File: src/rtl/arb_rr4_demux_ctrl.sv
// Round-robin 4:1 arbiter feeding the 1:2 demux; tracks target lane, stalls on almost-full.
// Optional burst grants: define ARB_BURST_EN.
module arb_rr4_demux_ctrl #(
  parameter int DATA_W    = 8,
  parameter int BURST_LEN = 4
) (
  input  logic              clk,
  input  logic              reset_L,
  input  logic              arb_en,
  input  logic [3:0]        fifo_empty,
  input  logic [DATA_W-1:0] fifo_data0,
  input  logic [DATA_W-1:0] fifo_data1,
  input  logic [DATA_W-1:0] fifo_data2,
  input  logic [DATA_W-1:0] fifo_data3,
  input  logic [1:0]        dest_af,
  output logic [3:0]        fifo_pop,
  output logic [DATA_W-1:0] data_out,
  output logic              valid_out,
  output logic              lane_out,
  output logic [1:0]        grant_id,
  output logic [1:0]        state_out,
  output logic [7:0]        stall_cnt
);

  typedef enum logic [1:0] {
    IDLE   = 2'd0,
    ACTIVE = 2'd1,
    STALL  = 2'd2
  } state_t;

  if (BURST_LEN < 1 || BURST_LEN > 15) begin : g_bad_burst
    $error("BURST_LEN must be 1..15");
  end

  state_t            state_q, state_d;
  logic [1:0]        ptr_q, ptr_d;
  logic              next_lane_q, next_lane_d;
  logic [DATA_W-1:0] data_q, data_d;
  logic              valid_q, valid_d;
  logic              lane_q, lane_d;
  logic [1:0]        gid_q, gid_d;
  logic [7:0]        stall_q, stall_d;

  logic [3:0]        req;
  logic              any_req;
  logic              blocked;
  logic              grant_v;
  logic [7:0]        dbl;
  logic [3:0]        rot;
  logic [1:0]        off;
  logic [1:0]        g;
  logic [DATA_W-1:0] word;

`ifdef ARB_BURST_EN
  logic [3:0] burst_q, burst_d;
  logic [3:0] burst_base;
  logic [3:0] burst_nx;
`endif

  // Rotate requests so the scan always starts at ptr.
  always_comb begin
    req     = reset_L ? (~fifo_empty & {4{arb_en}}) : 4'b0000;
    any_req = |req;
    blocked = dest_af[next_lane_q];
    grant_v = any_req & ~blocked;
    dbl     = {req, req} >> ptr_q;
    rot     = dbl[3:0];
    off     = 2'd0;
    priority case (1'b1)
      rot[0]:  off = 2'd0;
      rot[1]:  off = 2'd1;
      rot[2]:  off = 2'd2;
      rot[3]:  off = 2'd3;
      default: off = 2'd0;
    endcase
    g        = ptr_q + off;
    fifo_pop = grant_v ? (4'b0001 << g) : 4'b0000;
    word     = fifo_data0;
    unique case (g)
      2'd0: word = fifo_data0;
      2'd1: word = fifo_data1;
      2'd2: word = fifo_data2;
      2'd3: word = fifo_data3;
      default: word = fifo_data0;
    endcase
  end

  always_comb begin
    data_d      = data_q;
    valid_d     = grant_v;
    lane_d      = lane_q;
    gid_d       = gid_q;
    next_lane_d = next_lane_q;
    ptr_d       = ptr_q;
    stall_d     = stall_q;
`ifdef ARB_BURST_EN
    burst_d     = burst_q;
    burst_base  = 4'd0;
    burst_nx    = 4'd0;
`endif
    if (grant_v) begin
      data_d      = word;
      gid_d       = g;
      lane_d      = next_lane_q;
      next_lane_d = ~next_lane_q;
`ifdef ARB_BURST_EN
      burst_base = (g == ptr_q) ? burst_q : 4'd0;
      burst_nx   = burst_base + 4'd1;
      if (burst_nx >= 4'(BURST_LEN)) begin
        ptr_d   = g + 2'd1;
        burst_d = 4'd0;
      end else begin
        ptr_d   = g;
        burst_d = burst_nx;
      end
    end else if (burst_q != 4'd0 && !req[ptr_q]) begin
      ptr_d   = ptr_q + 2'd1;
      burst_d = 4'd0;
`else
      ptr_d = g + 2'd1;
`endif
    end
    if (any_req && blocked && stall_q != 8'hFF) begin
      stall_d = stall_q + 8'd1;
    end
  end

  always_comb begin
    state_d = state_q;
    unique case (state_q)
      IDLE: begin
        if (grant_v)                 state_d = ACTIVE;
        else if (any_req && blocked) state_d = STALL;
      end
      ACTIVE: begin
        if (!any_req)     state_d = IDLE;
        else if (blocked) state_d = STALL;
      end
      STALL: begin
        if (grant_v)       state_d = ACTIVE;
        else if (!any_req) state_d = IDLE;
      end
      default: state_d = IDLE;
    endcase
  end

  always_ff @(posedge clk or negedge reset_L) begin
    if (!reset_L) begin
      state_q     <= IDLE;
      ptr_q       <= 2'd0;
      next_lane_q <= 1'b0;
      data_q      <= '0;
      valid_q     <= 1'b0;
      lane_q      <= 1'b0;
      gid_q       <= 2'd0;
      stall_q     <= 8'd0;
`ifdef ARB_BURST_EN
      burst_q     <= 4'd0;
`endif
    end else begin
      state_q     <= state_d;
      ptr_q       <= ptr_d;
      next_lane_q <= next_lane_d;
      data_q      <= data_d;
      valid_q     <= valid_d;
      lane_q      <= lane_d;
      gid_q       <= gid_d;
      stall_q     <= stall_d;
`ifdef ARB_BURST_EN
      burst_q     <= burst_d;
`endif
    end
  end

  assign data_out  = data_q;
  assign valid_out = valid_q;
  assign lane_out  = lane_q;
  assign grant_id  = gid_q;
  assign state_out = state_q;
  assign stall_cnt = stall_q;

endmodule

File: config.mk
export PLATFORM = sky130hd
export DESIGN_NAME = arb_rr4_demux_ctrl
export DESIGN_NICKNAME = d
export VERILOG_FILES = /design/src/rtl/arb_rr4_demux_ctrl.sv
export SDC_FILE = /design/constraint.sdc
export NUM_CORES = 1
export LEC_CHECK = 0
export CAP_MARGIN = 15
export CORE_ASPECT_RATIO = 1.5
export CORE_MARGIN = 2
export CORE_UTILIZATION = 35
export DETAILED_ROUTE_END_ITERATION = 6
export MAX_ROUTING_LAYER = met4
export PLACE_DENSITY = 0.71
export REMOVE_ABC_BUFFERS = 1
export SLEW_MARGIN = 10
export SYNTH_ARGS = -nofsm -noshare
export SYNTH_HDL_FRONTEND = slang
export SYNTH_SLANG_ARGS = --single-unit
File: constraint.sdc
create_clock -name clk -period 2.6 [get_ports clk]
set_clock_uncertainty 0.1 [all_clocks]
set_input_delay 0.26 -clock clk [delete_from_list [all_inputs] [get_ports clk]]
set_output_delay 0.26 -clock clk [all_outputs]
set_load 0.01 [all_outputs]
## Word-level counts from Yosys, hierarchy flattened

Cells that the tools add are included.

- Bits in registers: 25
- Input bits: 41
- Output and inout port bits: 26
- Logic and storage cells: 50

- Add/subtract/negate cells: 3
- Order comparisons: 1
- Eq/ne operators: 9
- Shift operators: 2
- Multiplexer cells: 16
- Bitwise operators: 5
- Reductions and logical operators: 6

Operator list:

| kind | number |
|---|---|
| one-hot mux 8 bit (4 select lines) | 1 |
| 2-to-1 mux 2 bit | 10 |
| != test 3 bit, second input constant | 3 |
| adder 8 x 1 -> 8 bit, second input constant | 1 |
| 2-to-1 mux 4 bit | 2 |
| != test 8 bit, second input constant | 1 |
| right shift 8 x 2 -> 4 bit | 1 |
| == test 2 bit, second input constant | 3 |
| one-hot mux 2 bit (3 select lines) | 1 |
| AND 4 bit | 1 |
| == test 2 x 1 -> 1 bit, second input constant | 2 |
| zero test 2 bit | 2 |
| NOT 4 bit | 1 |
| OR reduction 4 bit | 1 |
| left shift 1 x 2 -> 4 bit, first input constant | 1 |
| AND reduction 3 bit | 1 |
| adder 2 x 1 -> 2 bit, second input constant | 1 |
| adder 2 bit | 1 |
| logical AND 1 bit | 2 |
| < comparator 1 x 2 -> 1 bit, second input constant | 1 |
| 2-to-1 mux 1 bit | 2 |
| NOT 1 bit | 2 |
| AND 1 bit | 1 |

## Depth between registers and ports, before layout

Gate-level depths: netlist of run 1.

- Depth after elaboration: 11
- Mapped depth: 11
- Depth with buffers taken out: 10

## Worst setup path before layout of run 1

Ideal clock, no wire load.

- Kind: reg2reg
- From: register ptr_q[1]
- To: register data_q[1], in the netlist data_out[1]
- Setup time: 0.139 ns
- Arrival: 2.353 ns
- Data required time: 2.361 ns
- Setup slack: 0.008 ns
- Cell stages (with the launch flop): 12
- Buffers on the path: 1
- Clock period less this slack: 2.592 ns
- Path through: dfrtp_1 nand2b_1 nand3b_1 a21o_1 a31oi_1 ha_1 xnor2_2 ha_1 or3_1 clkbuf_1 a221oi_1 a221oi_2

- Word-level cells in the longest chain between the ends: 8
- Elaborated cells on any way between the ends: 11
- Those cells by class: add/sub: 1; eq/ne: 3; shift: 1; mux: 5; reduce/logical: 1

Ends and longest elaborated chain:

| element | RTL line | RTL |
|---|---|---|
| from (decl) | 36 | `logic [1:0] ptr_q, ptr_d;` |
| from (signal assigned) | 162 | `ptr_q <= ptr_d;` |
| right shift 8 x 2 -> 4 bit | 66 | `dbl = {req, req} >> ptr_q;` |
| 2-to-1 mux 2 bit (4 in series) | 69 | `priority case (1'b1)` |
| adder 2 bit * | 76 | `g = ptr_q + off;` |
| == test 2 bit, or another cell as far along | 79 | `unique case (g)` |
| one-hot mux 8 bit (4 select lines) * | 79 |  |
| to (signal assigned) | 164 | `data_q <= data_d;` |
| to (decl) | 38 | `logic [DATA_W-1:0] data_q, data_d;` |

Every way passes the cells marked *; elsewhere a longest branch is shown, timed or not.
A chain may end at the register's enable or synchronous reset.

## Final worst setup path of run 1

- From: input port reset_L
- To: register data_q[2], in the netlist data_out[2]

- Word-level cells in the longest chain between the ends: 9
- Elaborated cells on any way between the ends: 14
- Those cells by class: add/sub: 1; eq/ne: 3; shift: 1; mux: 6; bitwise: 1; reduce/logical: 2

Ends and longest elaborated chain:

| element | RTL line | RTL |
|---|---|---|
| from (decl) | 8 | `input logic reset_L,` |
| 2-to-1 mux 4 bit * | 62 | `req = reset_L ? (~fifo_empty & {4{arb_en}}) : 4'b0000;` |
| right shift 8 x 2 -> 4 bit | 66 |  |
| 2-to-1 mux 2 bit (4 in series) | 69 |  |
| adder 2 bit | 76 |  |
| == test 2 bit, or another cell as far along | 79 |  |
| one-hot mux 8 bit (4 select lines) | 79 |  |

Marked as above.

==> results of run 1 <==
==> cell type report <==
class | count | area, um2
tap | 46 | 57.6
clock buffer | 3 | 41.3
inverter | 3 | 13.8
clock inverter | 1 | 7.51
multi-input combinational | 124 | 1020
timing repair buffer | 101 | 917
sequential | 25 | 626
fill | 364 | 1560
==> worst max-delay path by stage <==
stage                             start           to  slack [ps]  cells past startpoint
after floorplan                ptr_q[1]  data_out[1]          50                     10
after global placement    fifo_empty[2]  data_out[7]        -460                     11
after detailed placement  fifo_empty[2]  data_out[1]        -520                     11
after CTS                 fifo_empty[3]  fifo_pop[2]        -130                     10
after global routing           ptr_q[1]  data_out[1]        -140                     11
final                           reset_L  data_out[2]          10                     11
==> synthesized netlist by cell type (all sizes together) (2+ instances only) <==
master and count:
inv 3, buf 6, o2111ai 2, xnor2 5, nor2b 6, xor2 3
nand3b 2, nand3 10, nor2 14, or2 2, ha 5, o21ai 9
a221oi 13, nor3 3, mux2 2, a31oi 4, a21o 2, dfrtp 25
a21oi 3, nand2b 6, nand2 17, and2 3, nand4 3, mux2i 5
==> metal layers <==
metal | vias up | part of all wire
li1 | 776 | -
met1 | 716 | 0.42
met2 | 57 | 0.51
met3 | 7 | 0.058
met4 | 0 | 0.016
met5 | - | 0
==> power by group <==
group	internal (uW)	switching, uW
logic	728	599
clock network	109	133
registers	522	126
total	1360	859
==> worst max-delay path, cell delays in order <==
cell             delay [ps]
clkdlybuf4s50_1         520
and2_4                  160
o221ai_1                100
a31oi_1                 180
ha_2                    260
xnor2_4                  90
buf_6                   130
ha_4                    140
or3_4                   480
a221oi_2                230
a221oi_2                 90
==> cell usage in the layout (no fill, tap or decap), drive strengths merged, types with 6 or more instances in the layout <==
cell type	instances
nand3	10
nand2	17
o21ai	9
nor2b	6
nand2b	6
dfrtp	25
clkdlybuf4s50	59
buf	38
nor2	14
a221oi	13
==> repair_timing <==
action | 4_1_cts | 5_1_grt
pin swaps | 2 | 14
endpoints found under the setup margin | 12 | 12
buffers inserted | 0 | 4
hold buffers | 0 | 0
gates resized for setup | 22 | 26
cloned | 0 | 0
==> cells by family after synthesis <==
| kind of cell | Yosys count | synth area share |
|---|---|---|
| and+or+nand+nor | 68 | 0.217 |
| AOI/OAI and AO/OA | 36 | 0.202 |
| DFF | 25 | 0.401 |
| buffers and inverters | 10 | 0.0409 |
| xor gates and xnor gates | 8 | 0.0497 |
| muxes | 7 | 0.0489 |
| adders and majority gates | 5 | 0.0401 |
==> state kept, by name, summed over array words and instances (netlist names) <==
name,cells
data_out,8
stall_cnt,8
ptr_q,2
valid_out,1
state_out,2
lane_out,1
grant_id,2
next_lane_q,1
==> through the flow <==
step                      cells  instance area, um2  setup slack, ps  utilization
after floorplan             152                1510             51.8            -
after global placement      295                2460             -457        0.580
after detailed placement    295                2460             -520        0.580
after CTS                   299                2570             -128        0.606
after global routing        303                2680             -143        0.632
final                       303                2680             12.0        0.632
==> results.md, run 1 <==
* Status: finished clean
* Root buffer cell: clkbuf_8
* Worst-case vdd ir drop at 0.000617 V
* Final Setup Violations at 0
* Port buffer count at 66
* Critical Path AT at 2650 ps
* First-pass GRT wire length at 7280 um
* Final hold vios at 0
* Layout cells sized above 1 at 0.319
* I/O Pins at 67
* Power Dens Cells at 826 mW/mm2
* Crit path max fanout at 8
* Final HPWL DP at around 3400 um
* Die ar. at 0.00502 mm2
* Gate Count Post-Synth at 159
* Synth warn at 0
* Worst-Margin Slew at 520 ps
* Mapped Area at 0.00156 mm2
* Sequential area share after synthesis at 0.401
* Die width at 58.5 um
* Synth unique cells at 42
* Worst hold slack at 243 ps
* WP data required at 2660 ps
* Setup TNS at 0 ps
* Slew margin rel. at 0.653
* Startpoint Class: input pin
* Fmax at 386 MHz
* Clk_lat worst skew at 280 ps
* Met1 Use GR at 0.237
* # rows at 29
* Leak at 0.00114 uW
* Vias at approximately 1.6k
* Largest net degree at the start of global routing at 22
* Critical path class: in2reg
* Post-synth EDFFs at 0
* Sink Count at 25
* 1st-pass router iterations at 4
* Post-synthesis sequential element count at 25
* Worst R2R Path Depth at 11
* Cts bufs inserted at 3
* Iteration-0 DRC count of the detailed router at 35
* DR DRC count at 0
* Post-route minimum period at 2590 ps
* Crit end category: register
* Vias in the first global route at 1580
* Synth area leader: dfrtp_1
* Starting density of the core at 0.368
* Routability Congestion at 0.769
* Vias per inst at 5.14
* Die Y-Extent at 85.8 um
* Max-cap violations at 0
* Core area at 0.00425 mm2
* Most used DFF post-synth: dfrtp_1
* Area Growth Syn to Fin at 72.0%
* Worst r2r dst: data_out[2]
* Clock slew at reported path FFs at 90 ps
* Post-synth ARST share at 1.00
* CTS max path bufs at 2
* Antenna Violating Nets Remaining at 0
* Final Power at between 2000 and 2500 uW
* Initial antenna violation count at 0
* Antenna diodes at 0
* Drt total wl at approximately 4400 um
* Reg2Reg Setup Slack at 10 ps
* Met2 Use GR at 0.316
* GR Util met3 at 0.0226
* Post-route clock period utilization at 0.995
* Fin nets at 304
* Total GRT Usage at 0.190
* Avg Cell Area, Syn at between 9 and 10 um2
* RSZ-0062 raised after global routing: yes
* Post-synth top area share at 0.401
* GRT overflow at 0
* H-Tree Depth at 1
* Worst reg2reg path startpoint: ptr_q[1]
* Routed length per instance at 14.7 um
* Largest cells by area after synthesis: dfrtp_1 40%, a221oi_2 4.8%, a221oi_1 4.5%
* Slew Limit Fails at 0
* Min-delay worst type: in2async
* Busiest grt layer: met2
* CTS tree: done
Note: power is estimated with default switching activity, not from simulation.
==> run 2, diff against run 1 <==
--- a/config.mk
+++ b/config.mk
@@ -14,3 +14,5 @@
 export PLACE_DENSITY = 0.71
+export RECOVER_POWER = 100
 export REMOVE_ABC_BUFFERS = 1
+export SKIP_LAST_GASP = 1
 export SLEW_MARGIN = 10
==> constraint.sdc (replaced) <==
create_clock -name clk -period 2.6 [get_ports clk]
set_clock_uncertainty 0.1 [all_clocks]
set_input_delay 0.52 -clock clk [delete_from_list [all_inputs] [get_ports clk]]
set_output_delay 0.52 -clock clk [all_outputs]
set_load 0.01 [all_outputs]
==> results.md, run 2 (synthesis gave the netlist of run 1 again) <==
* Status: complete, but fails checks (was finished clean)
* Failing checks: negative setup slack
* Pre-CTS setup slack at -956 ps (was -520 ps)
* Fmax at 360 MHz (was 386 MHz)
* Worst setup margin at -177 ps (was 12.0 ps)
* Post-route clock period utilization at 1.07 (was 0.995)
* Worst-case vdd ir drop at 0.000580 V (was 0.000617 V)
* Worst r2r dst: data_out[5] (was data_out[2])
* Most frequent cells in the layout: 35 x buf_4, 33 x clkdlybuf4s50_1, 24 x dfrtp_1 (was 59 x clkdlybuf4s50_1, 33 x buf_4, 25 x dfrtp_1)
* Final HPWL DP at 3520 um (was 3370 um)
* Fillers at 349 (was 364)
* Drt total wl at 4650 um (was 4440 um)
* CTS tree: done (unchanged)
* GRT overflow at 0 (unchanged)
* Port buffer count at 66 (unchanged)
* Critical path class: in2out (was in2reg)
* Max-cap violations at 0 (unchanged)
* Critical Path AT at 2160 ps (was 2650 ps)
* Worst R2R Path Depth at 12 (was 11)
* RSZ-0062 raised after global routing: yes (unchanged)
* Post-route minimum period at 2780 ps (was 2590 ps)
* Starting density of the core at 0.368 (unchanged)
* Worst hold slack at 238 ps (was 243 ps)
* Hold buffer count at CTS at 0 (unchanged)
* # rows at 29 (unchanged)
* Leak at 0.00120 uW (was 0.00114 uW)
* Layout cells sized above 1 at 0.335 (was 0.319)
* Power Dens Cells at 811 mW/mm2 (was 826 mW/mm2)
* First-pass GRT wire length at 7490 um (was 7280 um)
* Post-route cell area at 0.00275 mm2 (was 0.00268 mm2)
* I/O Pins at 67 (unchanged)
* WP data required at 1980 ps (was 2660 ps)
* CP startpoint: fifo_empty[3] (was reset_L)
* Max layer used: met4 (unchanged)
* Slew Limit Fails at 0 (unchanged)
* Reg2Reg Setup Slack at -80 ps (was 10 ps)
* Worst-Margin Slew at 913 ps (was 520 ps)
* Largest net degree at the start of global routing at 17 (was 22)
* Vias per inst at 5.13 (was 5.14)
* Final Setup Violations at 12 (was 0)
* Sink Count at 25 (unchanged)
* Cts bufs inserted at 3 (unchanged)
* CTS max path bufs at 2 (unchanged)
* Core area at 0.00425 mm2 (unchanged)
* 1st-pass router iterations at 4 (unchanged)
* Vias at 1600 (was 1556)
* Total GRT Usage at 0.197 (was 0.190)
* Routed length per instance at 14.9 um (was 14.7 um)
* Crit path max fanout at 4 (was 8)
* Slew margin rel. at 0.391 (was 0.653)
* Die width at 58.5 um (unchanged)
* Iteration-0 DRC count of the detailed router at 36 (was 35)
* Initial antenna violation count at 0 (unchanged)
* Met3 wire len at 279 um (was 259 um)
* Clk_lat worst skew at 270 ps (was 280 ps)
* Crit end category: primary output (was register)
* Worst reg2reg path startpoint: ptr_q[1] (unchanged)
* Most common cell after layout, fill and taps aside: buf_4 (was clkdlybuf4s50_1)
* Die Y-Extent at 85.8 um (unchanged)
* Vias in the first global route at 1678 (was 1580)
* Antenna Violating Nets Remaining at 0 (unchanged)
* Met2 routed WL at 2500 um (was 2240 um)
* Fin nets at 313 (was 304)
* Startpoint Class: input pin (unchanged)
* Routability Congestion at 0.750 (was 0.769)
* Clock slew at reported path FFs at 90 ps (about the same)
* DR DRC count at 0 (unchanged)
* Area Growth Syn to Fin at 75.9% (was 72.0%)
* Antenna diodes at 0 (unchanged)
* Area after DPL at 0.00252 mm2 (was 0.00246 mm2)
* Util after Layout at 0.647 (was 0.632)
* Die ar. at 0.00502 mm2 (unchanged)
* H-Tree Depth at 1 (unchanged)
* Final hold vios at 0 (unchanged)
* Root buffer cell: clkbuf_8 (unchanged)
* M1 wire length at 1840 um (was 1870 um)
* Setup TNS at -1380 ps (was 0 ps)
* Min-delay worst type: in2async (unchanged)
-- run 2: cell count changes in the layout (fill, tap and decap cells not counted), moves of 2 or more --
cell,delta
clkdlybuf4s15_1,+2
a221oi_2,+2
buf_6,+3
a221oi_4,-2
clkbuf_1,+5
dlygate4sd3_1,+23
buf_4,+2
and2_1,-2
clkdlybuf4s15_2,+2
clkdlybuf4s50_1,-26
and2_4,+2
-- run 2: power breakdown --
group          internal [uW]  switching, uW  leakage (uW)
clock                    108            133     0.0000255
combinational            723            619      0.000867
sequential               523            121      0.000310
total                   1350            873       0.00120
-- run 2: repair_timing --
action / 4_1_cts / 5_1_grt
hold endpoints to repair: 0 / 0
pin swaps: 8 / 7
buffers inserted: 3 / 6
resized for setup: 56 / 10
endpoints found under the setup margin: 12 / 12
-- run 2: how the worst max path moves through the flow --
stage                       end  slack, ps  cells past startpoint
finish              fifo_pop[2]       -180                     10
floorplan           data_out[1]        -60                      9
detailed placement  fifo_pop[2]       -960                     11
global placement    fifo_pop[2]       -900                     11
global route        fifo_pop[2]       -280                     10
CTS                 fifo_pop[2]       -160                     10
-- run 2: critical path, stage by stage --
cell and delay, ps:
clkdlybuf4s15_2 210, nand3b_1 160, a21o_1 190, a31oi_1 180
ha_2 260, xnor2_4 150, inv_2 80, ha_4 160
and2_4 130, buf_6 110
-- run 2: layout make-up --
cell class              count  area, um2  share of cell area
inverters                   3       13.8             0.00501
clock buffers               3       41.3              0.0150
clock inverters             1       5.00             0.00182
flip-flops and latches     25        627               0.228
multi-input cells         124       1010               0.368
well taps                  46       57.6              0.0210
repair buffers            110        991               0.361
-- run 2: stage by stage --
stage	std cells	power, uW
5_1_grt	312	2400
4_1_cts	308	2190
2_1_floorplan	152	1180
6_report	312	2230
3_5_place_dp	301	1830
3_3_place_gp	301	1800
-- run 2: metal layers --
layer | vias up | GRT usage
li1 | 796 | -
met4 | 0 | 0.0571
met2 | 50 | 0.362
met3 | 4 | 0.0317
met1 | 750 | 0.210
met5 | - | -
